### src/rtl/get_bit.sv
// get_bit: MSB-first bitstream reader for the ProRes slice decode path.
// Bytes from the slice source are packed into a left-aligned 64-bit shift
// buffer; entropy decoders pull 1..32-bit fields (consume or peek) and may
// realign the stream to the next byte boundary.
//
// Handshake semantics (both channels):
//   A transfer happens on a rising clock edge where valid and ready are both
//   high. in_ready and req_ready are combinational from registered state
//   (r_cnt) and the current inputs only; nothing depends on out_*. A stalled
//   requester keeps req_valid/req_size/req_peek stable until req_ready.
//   out_valid is a one-cycle pulse; out_val holds between pulses.
module get_bit #(
  parameter int BUF_BITS  = 64,
  parameter int MAX_FIELD = 32
) (
  input  logic        clock,
  input  logic        reset,
  input  logic        in_valid,
  input  logic [7:0]  in_byte,
  output logic        in_ready,
  input  logic        req_valid,
  input  logic [5:0]  req_size,
  input  logic        req_peek,
  output logic        req_ready,
  input  logic        align,
  output logic        out_valid,
  output logic [31:0] out_val,
  output logic [6:0]  bits_avail,
  output logic [31:0] bit_offset,
  output logic        error
);

  // Registered state
  logic [BUF_BITS-1:0] r_buf;
  logic [6:0]          r_cnt;
  logic [31:0]         r_bit_offset;
  logic                r_out_valid;
  logic [31:0]         r_out_val;
  logic                r_error;

  // Combinational datapath
  logic                w_size_ok;
  logic                w_enough;
  logic                w_push;
  logic                w_accept;
  logic [6:0]          w_consume;
  logic [6:0]          w_cnt_after;
  logic [6:0]          w_cnt_next;
  logic [BUF_BITS-1:0] w_buf_shift;
  logic [BUF_BITS-1:0] w_byte_ext;
  logic [BUF_BITS-1:0] w_buf_next;
  logic [5:0]          w_field_shift;
  logic [31:0]         w_field;

  // Request legality, readiness and the handshake results
  always_comb begin
    w_size_ok = (req_size != 6'd0) && ({1'b0, req_size} <= 7'(MAX_FIELD));
    w_enough  = (r_cnt >= {1'b0, req_size});
    in_ready  = !reset && (r_cnt <= 7'(BUF_BITS - 8));
    req_ready = !reset && !align && req_valid && w_size_ok && w_enough;
    w_push    = in_valid && in_ready;
    w_accept  = req_ready;
  end

  // Bits removed from the head this cycle: align drops the partial byte,
  // otherwise a consuming request drops its field; peeks remove nothing.
  always_comb begin
    w_consume = 7'd0;
    if (align) begin
      w_consume = {4'd0, r_cnt[2:0]};
    end else if (w_accept && !req_peek) begin
      w_consume = {1'b0, req_size};
    end
  end

  // Next buffer contents: shift out consumed bits, then append the new
  // byte directly behind whatever valid bits remain.
  always_comb begin
    w_cnt_after = r_cnt - w_consume;
    w_buf_shift = r_buf << w_consume;
    w_byte_ext  = {in_byte, {(BUF_BITS - 8){1'b0}}} >> w_cnt_after;
    w_buf_next  = w_buf_shift;
    w_cnt_next  = w_cnt_after;
    if (w_push) begin
      w_buf_next = w_buf_shift | w_byte_ext;
      w_cnt_next = w_cnt_after + 7'd8;
    end
  end

  // Field extraction from the top of the buffer, right-aligned
  always_comb begin
    w_field_shift = 6'(MAX_FIELD) - req_size;
    w_field       = r_buf[BUF_BITS-1 -: MAX_FIELD] >> w_field_shift;
  end

  // Shift buffer, valid-bit count and running bit offset
  always_ff @(posedge clock) begin
    if (reset) begin
      r_buf        <= '0;
      r_cnt        <= 7'd0;
      r_bit_offset <= 32'd0;
    end else begin
      r_buf        <= w_buf_next;
      r_cnt        <= w_cnt_next;
      r_bit_offset <= r_bit_offset + 32'(w_consume);
    end
  end

  // Result register: pulse on accept, value held otherwise
  always_ff @(posedge clock) begin
    if (reset) begin
      r_out_valid <= 1'b0;
      r_out_val   <= 32'd0;
    end else begin
      r_out_valid <= w_accept;
      if (w_accept) begin
        r_out_val <= w_field;
      end
    end
  end

  // Sticky flag for an offered request with an illegal size
  always_ff @(posedge clock) begin
    if (reset) begin
      r_error <= 1'b0;
    end else if (req_valid && !w_size_ok) begin
      r_error <= 1'b1;
    end
  end

  assign out_valid  = r_out_valid;
  assign out_val    = r_out_val;
  assign bits_avail = r_cnt;
  assign bit_offset = r_bit_offset;
  assign error      = r_error;

endmodule

### config.mk
export PLATFORM = sky130hd
export DESIGN_NAME = get_bit
export DESIGN_NICKNAME = d
export VERILOG_FILES = /design/src/rtl/get_bit.sv
export SDC_FILE = /design/constraint.sdc
export NUM_CORES = 1
export LEC_CHECK = 0
export BUFFER_PORTS_ARGS = -buffer_cell sky130_fd_sc_hd__buf_2
export CORE_AREA = 2 2 161 163
export CTS_BUF_LIST = sky130_fd_sc_hd__clkbuf_2 sky130_fd_sc_hd__clkbuf_4 sky130_fd_sc_hd__clkbuf_8
export CTS_CLUSTER_SIZE = 25
export DETAILED_ROUTE_END_ITERATION = 6
export DIE_AREA = 0 0 163 165
export PLACE_DENSITY = 0.67
export SKIP_LAST_GASP = 1
export SLEW_MARGIN = 10
export SYNTH_ARGS = -nofsm -noshare
export SYNTH_HDL_FRONTEND = slang
export SYNTH_SLANG_ARGS = --single-unit
export TNS_END_PERCENT = 20
### constraint.sdc
create_clock -name clock -period 6 [get_ports clock]
set_clock_uncertainty 0.05 [all_clocks]
set_input_delay 0.6 -clock clock [delete_from_list [all_inputs] [get_ports clock]]
set_output_delay 0.6 -clock clock [all_outputs]
set_load 0.1 [all_outputs]
# Word-level counts from Yosys, hierarchy flattened
# Cells that the tools add are included.
[word_totals] word_cells=35 out_inout_bits=75 regBits=137 inputBits=20
[classes] n_addsub=4 n_lt_le_gt_ge=3 n_bitwise=1 muxes=4 reduce_logical=14 shift=3
[op_table] op="64-bit 2-to-1 mux" count=1
[op_table] op="64-bit bitwise OR" count=1
[op_table] op="64-bit by 7-bit << shifter with 64-bit output" count=1
[op_table] op="64-bit by 7-bit right shift with 64-bit output" count=1
[op_table] op="32-bit by 7-bit adder with 32-bit output" count=1
[op_table] op="32-bit by 6-bit right shift with 32-bit output" count=1
[op_table] op="6-bit 2-to-1 mux" count=2
[op_table] op="1-bit logical AND" count=9
[op_table] op="7-bit by 4-bit adder with 7-bit output, second input constant" count=1
[op_table] op="7-bit by 6-bit >= comparator with 1-bit output" count=1
[op_table] op="7-bit by 6-bit <= comparator with 1-bit output, second input constant" count=1
[op_table] op="7-bit 2-to-1 mux" count=1
[op_table] op="7-bit subtractor" count=1
[op_table] op="6-bit <= comparator, second input constant" count=1
[op_table] op="6-bit nonzero test" count=1
[op_table] op="6-bit subtractor, first input constant" count=1
[op_table] op="1-bit logical NOT" count=4

# Longest topological paths before layout
# Gate-level depths: netlist (run 1).
[logic_depth] word_depth=12 mapped_depth=24 mapped_depth_nobuf=19

# Worst setup path before layout (run 1)
# No wires, ideal clock.
[synth_path] path_type="input to register" from="in req_size[0]" to="reg r_buf[38]" path_buffers=6 setup_slack_ns=0.247 setup_time_ns=0.091 arrival_time_ns=5.612 stages=24 t_required_ns=5.859 path_cell_list="buf_1 -> clkbuf_1 -> inv_1 -> ha_1 -> nor4b_4 -> mux2_4 -> a41oi_1 -> inv_2 -> buf_2 -> buf_2 -> clkbuf_1 -> ha_1 -> fa_1 -> nor2b_1 -> o21ai_0 -> nand2_1 -> a31oi_1 -> or2_2 -> clkbuf_1 -> nor3_1 -> nand2_1 -> nand2_1 -> nor2_1 -> a311oi_1"
[synth_via] elab_chain_cells=11 elab_cells_between_ends=14 cone_classes="add/sub (1); order compare (2); shift (2); mux (3); bitwise (1); reduce/logical (5)"
[synth_rtl] element="start: declaration" line="22" text="input logic [5:0] req_size,"
[synth_rtl] element="6-bit <= comparator or 6-bit nonzero test (tied branches)" line="57" text="w_size_ok = (req_size != 6'd0) && ({1'b0, req_size} <= 7'(MAX_FIELD));"
[synth_rtl] element="1-bit logical AND" line="57"
[synth_rtl] element="1-bit logical AND (2 in a row)" line="60" text="req_ready = !reset && !align && req_valid && w_size_ok && w_enough;"
[synth_rtl] element="1-bit logical AND" line="71" text="end else if (w_accept && !req_peek) begin"
[synth_rtl] element="6-bit 2-to-1 mux *" line="71"
[synth_rtl] element="6-bit 2-to-1 mux *" line="69" text="if (align) begin"
[synth_rtl] element="7-bit subtractor" line="79" text="w_cnt_after = r_cnt - w_consume;"
[synth_rtl] element="64-bit by 7-bit right shift with 64-bit output" line="81" text="w_byte_ext = {in_byte, {(BUF_BITS - 8){1'b0}}} >> w_cnt_after;"
[synth_rtl] element="64-bit bitwise OR" line="85" text="w_buf_next = w_buf_shift | w_byte_ext;"
[synth_rtl] element="64-bit 2-to-1 mux *" line="84" text="if (w_push) begin"
[synth_rtl] element="end signal: assignment" line="103" text="r_buf <= w_buf_next;"
[synth_rtl] element="end: declaration" line="34" text="logic [BUF_BITS-1:0] r_buf;"
# Every way passes the cells marked *; elsewhere a longest branch is shown, timed or not.
# A chain may end at the register's enable or synchronous reset.

# Worst setup path in the final report (run 1)
[layout_path] from="reg r_cnt[0], in the netlist bits_avail[0]" to="reg r_buf[30]"
[layout_via] elab_chain_cells=9 elab_cells_between_ends=13 cone_classes="add/sub (1); order compare (2); shift (2); mux (3); bitwise (1); reduce/logical (4)"
[layout_rtl] element="start: declaration" line="35" text="logic [6:0] r_cnt;"
[layout_rtl] element="start signal: assignment" line="104" text="r_cnt <= w_cnt_next;"
[layout_rtl] element="7-bit by 6-bit >= comparator with 1-bit output" line="58" text="w_enough = (r_cnt >= {1'b0, req_size});"
[layout_rtl] element="1-bit logical AND" line="60"
[layout_rtl] element="1-bit logical AND" line="71"
[layout_rtl] element="6-bit 2-to-1 mux" line="71"
[layout_rtl] element="6-bit 2-to-1 mux" line="69"
[layout_rtl] element="7-bit subtractor" line="79"
[layout_rtl] element="64-bit by 7-bit right shift with 64-bit output" line="81"
[layout_rtl] element="64-bit bitwise OR" line="85"
[layout_rtl] element="64-bit 2-to-1 mux *" line="84"
# Marks and branches as above.

==> impl_results.md, run 1 <==
- Drt first pass iters: 7
- Largest family of logic cells by synthesized area: compound AO/OA/AOI/OAI gates
- Final setup vio count: 0
- VDD IR max: 210 uV
- Die Ht: 165 um
- Initial antenna violation count: 2
- WL final: 43800 um
- Top cell type's share of synthesized area: 0.245
- Compound-Gate Fraction of Synth Area: 0.228
- Clock power share: 0.198
- Synth Area per Inst: 7.69 um^2
- Worst-path clk slew: 0.11 ns
- Critical Path Most Common Cell: mux2i_1
- Core area: 25000 um^2
- Count of final hold-check violations: 0
- Post-DRT Antenna Nets: 0
- WL/cell: 23.6 um
- Post-Synth XOR/XNOR Area: 0.0375
- Filler cell count: 2495
- Gate power share: 0.535
- Startpoint types: register
- Top FF cell, synth: dfxtp_1
- Crit path capture type: register
- Setup CP Type: register to register
- Syn Std Cell Area: 11200 um^2
- Crit path DAT: 5.18 ns
- Seq pwr share: 0.267
- Main area contributors after synthesis: dfxtp_1, mux2i_1, nor2_1
- Synth Register Bits: 137
- Status: completed
- Worst stage delay on the critical path: 0.67 ns
- IO buf count: 94
- Total negative slack: 0 ns
- Drt first-iter violations: 1487
- Simple-gate share of the synthesized area: 0.195
- Worst Path Max Fanout: 50
- Layout cells sized above 1: 0.157
- Worst Max-Slew Pin Slew: 1.02 ns
- Pin count of the biggest net entering global routing: 71
- Proportion of synthesized area in mux cells: 0.217
- Seq/Total Area, Yosys: 0.245
- Final #Nets: 1559
- Die Width: 163 um
- Setup Buffers After CTS: 0
- Critical Path RT: 6.24 ns
- Longest Clk Path Bufs: 2
- Worst relative slew slack: 0.317
- Top cells by count, synth: nor2_1, nand2_1, mux2i_1
- Pleak: 4.97 nW
- Vias in the first global route: 10900
- CTS Buf Count: 17
- Max-cap viol count: 0
- RSZ-0062 raised after global routing: no
- Internal: 2.10 mW
- Sw Share: 0.508
- # hold bufs at CTS: 0
- Most common cell in the netlist: nor2_1
- Residual DRC: 0
- Avg Vias per Cell: 6.38
- Post-synth EDFFs: 0
- Crit path cell chain: inv_1, ha_1, nor2b_1, o21ai_0, a41oi_2, o21ai_4, buf_4, mux2i_1, mux2i_1, o211ai_1, a22oi_1, mux2i_1, o21ai_0
- Worst skew pair latency: 0.47 ns
- Post-Synthesis Cells: 1459
- Metal2 WL: 18800 um
- Placed cell count: 1828
- Met3 wirelength from detailed routing: 4650 um
- Initial Util: 0.448
- Final cell count without fillers: 1861
- Reg area: 2740 um^2
- Grt total ovfl: 0
- Type of the tightest min-delay check: register to register
- Pwr/cell area: 342 nW/um^2
- Met1 wire length: 18600 um
- Synthesized net count: 1501
- Synth cell types: 73
- Htree depth: 4
- CTS Sinks: 137
- Final Cycle Share: 0.822
- Async S/R FF share, synth: 0
- NetSw: 2.16 mW
- Area grow syn2layout: 10.9%
- Slowest cell on the critical path: buf_4
- Row count: 58
- Die area: 26900 um^2
- CTS tree: done
- Cell taking the most area after synthesis: dfxtp_1
- Post-CTS sizing: 0
- First-pass GRT wire length: 66000 um
- Post-layout minimum cycle time: 4.93 ns
- Top sig layer: met4
- Worst setup margin: 1.07 ns
- Gr usage total: 0.321
- Synth Area in Adders: 0.0259
- DR vias: 11900
- Final HPWL DP: 32800 um
- Achievable Freq: 203 MHz
- Max-slew violations: 0
- GPL Wtd Cong: 1.06
- Yosys warns: 0
- Area of the multi-input gates: 7950 um^2
- Ports: 95
- Setup slack at placement: 0.902 ns
- Root buf cell: clkbuf_8
-- worst max-delay path: cells and delay by family (launching register included) --
kind / cells / cell delay, ns
buf+inv: 2 / 0.81
flops: 1 / 0.43
fa+ha+maj: 1 / 0.29
mux: 3 / 0.88
simple gates: 1 / 0.04
compound gates: 6 / 2.15
-- kinds of logic (layout without fill, tap and decap cells) --
kind of cell | after synthesis | count (layout)
other | 0 | 1
adders and majority gates | 22 | 22
buffers and inverters | 130 | 201
xor gates and xnor gates | 48 | 48
and+or+nand+nor | 506 | 506
AOI/OAI and AO/OA | 394 | 394
DFF | 137 | 137
muxes | 222 | 222
-- worst paths after layout --
path                       from          end  slack, ns  cells past startpoint
hold / removal      out_val[13]  out_val[13]       0.41                      2
hold reg to reg     out_val[13]  out_val[13]       0.41                      2
setup / recovery  bits_avail[0]    r_buf[30]       1.07                     13
setup reg to reg  bits_avail[0]    r_buf[30]       1.07                     13
-- state kept, by name (all words and copies together) (netlist names) --
signal	flops
bit_offset	32
bits_avail	7
error	1
out_val	32
out_valid	1
r_buf	64
-- through the flow --
stage	hold WS [ns]	area [um^2]	utilization	total power, mW
6_report	0.407	12400	0.497	4.26
5_1_grt	0.428	12400	0.497	4.43
3_3_place_gp	0.390	12000	0.480	3.36
2_1_floorplan	0.614	11200	-	2.60
3_5_place_dp	0.398	12000	0.480	3.34
4_1_cts	0.413	12400	0.497	4.18
-- layer usage --
layer  track usage  vias up
li1              -     5461
met4         0.126        0
met3        0.0746      141
met5             0        -
met1         0.443     5547
met2         0.484      726
-- power groups by stage --
stage / clock network [mW] / registers [mW] / logic [mW]
2_1_floorplan: 0 / 1.21 / 1.39
4_1_cts: 0.851 / 1.13 / 2.20
5_1_grt: 0.882 / 1.14 / 2.41
3_3_place_gp: 0 / 1.15 / 2.21
3_5_place_dp: 0 / 1.15 / 2.19
6_report: 0.842 / 1.14 / 2.28
-- layout by cell type, fill, tap and decap left out, types with 5 or more instances in the layout --
master,count
buf_4,46
a22oi_1,64
mux2_2,31
xnor2_1,25
o32ai_1,5
mux4_2,13
inv_6,5
o21ai_0,64
a21o_1,7
dfxtp_1,137
inv_1,25
a21oi_1,103
nand3_1,48
nand2_1,182
nor2_1,184
a211oi_1,18
a32oi_1,5
ha_1,20
a2bb2oi_1,5
a31oi_1,23
and3_1,12
nor3_1,22
xor2_1,21
nand2b_1,5
and2_1,7
nand4_1,7
nor2b_1,15
mux2i_1,176
o21a_1,5
o22ai_1,32
or2_2,5
clkbuf_8,17
o211ai_1,12
buf_2,93
-- cell type report --
type	count	share of cell area
multi-input cells	1192	0.639
flip-flops and latches	137	0.220
repair buffers	139	0.0652
well taps	330	0.0332
clock buffers	17	0.0188
clock inverters	15	0.0142
inverters	30	0.00905
diodes	1	0.000201
Power figures use the tool's default switching activity.
==> run 2: changes to the inputs <==
==> constraint.sdc (replaced) <==
create_clock -name clock -period 4.4 [get_ports clock]
set_clock_uncertainty 0.05 [all_clocks]
set_input_delay 0.44 -clock clock [delete_from_list [all_inputs] [get_ports clock]]
set_output_delay 0.44 -clock clock [all_outputs]
set_load 0.1 [all_outputs]
==> impl_results.md, run 2 (synthesis gave the netlist of run 1 again) <==
- Status: completed
- Max reg flops: 64 (unchanged)
- Max-cap viol count: 0 (unchanged)
- Pwr/cell area: 466 nW/um^2 (+36%)
- GPL Wtd Cong: 1.07 (+1.2%)
- Row count: 58 (unchanged)
- ANT cells: 0 (-1)
- Die area: 26900 um^2 (unchanged)
- Worst Max-Slew Pin Slew: 0.983 ns (-0.0335 ns)
- Avg Vias per Cell: 6.36 (-0.33%)
- Filler cell count: 2458 (-1.5%)
- Core area: 25000 um^2 (unchanged)
- Placed cell count: 1879 (+2.8%)
- WL final: 43000 um (-1.9%)
- Crit path capture type: register
- Final Cycle Share: 0.947 (+0.125)
- Achievable Freq: 240 MHz (+18%)
- Drt first pass iters: 6 (-1)
- RSZ-0062 raised after global routing: no
- Residual DRC: 0 (unchanged)
- Setup slack at placement: -0.0567 ns (-0.958 ns)
- CTS Buf Count: 17 (unchanged)
- Pleak: 5.25 nW (+5.8%)
- # hold bufs at CTS: 0 (unchanged)
- Post-layout minimum cycle time: 4.17 ns (-0.765 ns)
- Worst setup margin: 0.233 ns (-0.835 ns)
- Drt first-iter violations: 1661 (+12%)
- Die Ht: 165 um (unchanged)
- CTS tree: done
- Worst relative slew slack: 0.344 (+0.0272)
- Final cell count without fillers: 1913 (+2.8%)
- Worst Path Max Fanout: 5 (-90%)
- WL/cell: 22.5 um (-4.5%)
- Largest reg by FF count: r_buf
- Ports: 95 (unchanged)
- Area grow syn2layout: 16.2%
- Longest Clk Path Bufs: 2 (unchanged)
- Most frequent cells in the layout: nor2_1, nand2_1, mux2i_1
- Post-DRT Antenna Nets: 0 (unchanged)
- Vias in the first global route: 11200 (+2.6%)
- Reg area: 2760 um^2 (+0.64%)
- Gr usage total: 0.315 (-0.00665)
- Final setup vio count: 0 (unchanged)
- Worst skew pair latency: 0.47 ns (about the same)
- Grt total ovfl: 0 (unchanged)
- Initial antenna violation count: 0 (-2)
- Layout cells sized above 1: 0.201 (+0.0440)
- Die Width: 163 um (unchanged)
- Root buf cell: clkbuf_8
- CTS Sinks: 137 (unchanged)
- Startpoint types: register
- Critical Path RT: 4.73 ns (-1.51 ns)
- Count of final hold-check violations: 0 (unchanged)
- Htree depth: 4 (unchanged)
- First-pass GRT wire length: 65200 um (-1.2%)
- Pin count of the biggest net entering global routing: 87 (+23%)
- Initial Util: 0.448 (unchanged)
- Final HPWL DP: 32700 um (-0.36%)
- Final #Nets: 1612 (+3.4%)
- Max-slew violations: 0 (unchanged)
- Setup CP Type: register to register
- Worst-path clk slew: 0.10 ns (about the same)
- Commonest non-fill, non-tap cell in the layout: nor2_1
- Type of the tightest min-delay check: input port to register
- IO buf count: 94 (unchanged)
- Area of the multi-input gates: 8120 um^2 (+2.1%)
- DR vias: 12200 (+2.5%)
- Crit path DAT: 4.50 ns (-0.68 ns)
- VDD IR max: 482 uV (+130%)
==> run 2: worst max-delay path: stages, from the launching register on <==
cell and delay (ns):
dfxtp_4 0.39, ha_4 0.26, a21o_1 0.15, a211o_1 0.27, a41o_1 0.27, a41oi_4 0.24
inv_2 0.11, ha_4 0.18, fa_2 0.53, clkbuf_2 0.17, o21ai_0 0.14, o21a_1 0.24
mux2i_2 0.19, nand4_1 0.25, a21boi_2 0.24, a31oi_1 0.16, o21ai_1 0.09, a31oi_1 0.14
==> run 2: timing repair <==
action,4_1_cts,5_1_grt
setup buffers,0,2
endpoints found under the setup margin,0,16
endpoints found under the hold margin,0,0
gates resized for setup,0,4
==> run 2: final cells by class <==
cell class | count | area share
clock buffers | 20 | 0.0197
clock inverters | 12 | 0.00903
inverters | 30 | 0.00912
multi-input cells | 1192 | 0.623
flip-flops and latches | 137 | 0.212
well taps | 330 | 0.0317
repair buffers | 192 | 0.0955
==> run 2: power breakdown <==
| part | internal (mW) | total, mW | switching (mW) |
|---|---|---|---|
| Clock | 0.475 | 1.08 | 0.603 |
| Sequential | 1.38 | 1.55 | 0.175 |
| Combinational | 1.26 | 3.44 | 2.18 |
| Total | 3.11 | 6.07 | 2.96 |
==> run 2: metrics by stage <==
step	setup TNS (ns)	total power, mW	utilization	hold slack (ns)	instance area (um^2)
5_1_grt	0	6.32	0.520	0.343	13000
3_3_place_gp	0	4.89	0.505	0.389	12600
3_5_place_dp	-0.0989	4.90	0.505	0.398	12600
6_report	0	6.07	0.520	0.298	13000
4_1_cts	0	5.97	0.520	0.281	13000
2_1_floorplan	-0.152	3.70	-	0.614	11500
==> run 2: layer usage <==
layer,vias to the layer above,track usage,wire (um)
met4,0,0.137,2060
li1,5557,-,-
met5,-,0,0
met2,748,0.485,18700
met3,151,0.0741,4780
met1,5711,0.419,17500
==> run 2: worst paths after layout <==
kind / to / slack, ns / cells past startpoint / from
worst max register to register: r_buf[53] / 0.23 / 17 / bits_avail[4]
worst max-delay path: r_buf[53] / 0.23 / 17 / bits_avail[4]
worst min register to register: out_val[13] / 0.41 / 2 / out_val[13]
worst min-delay path: error / 0.30 / 4 / req_valid
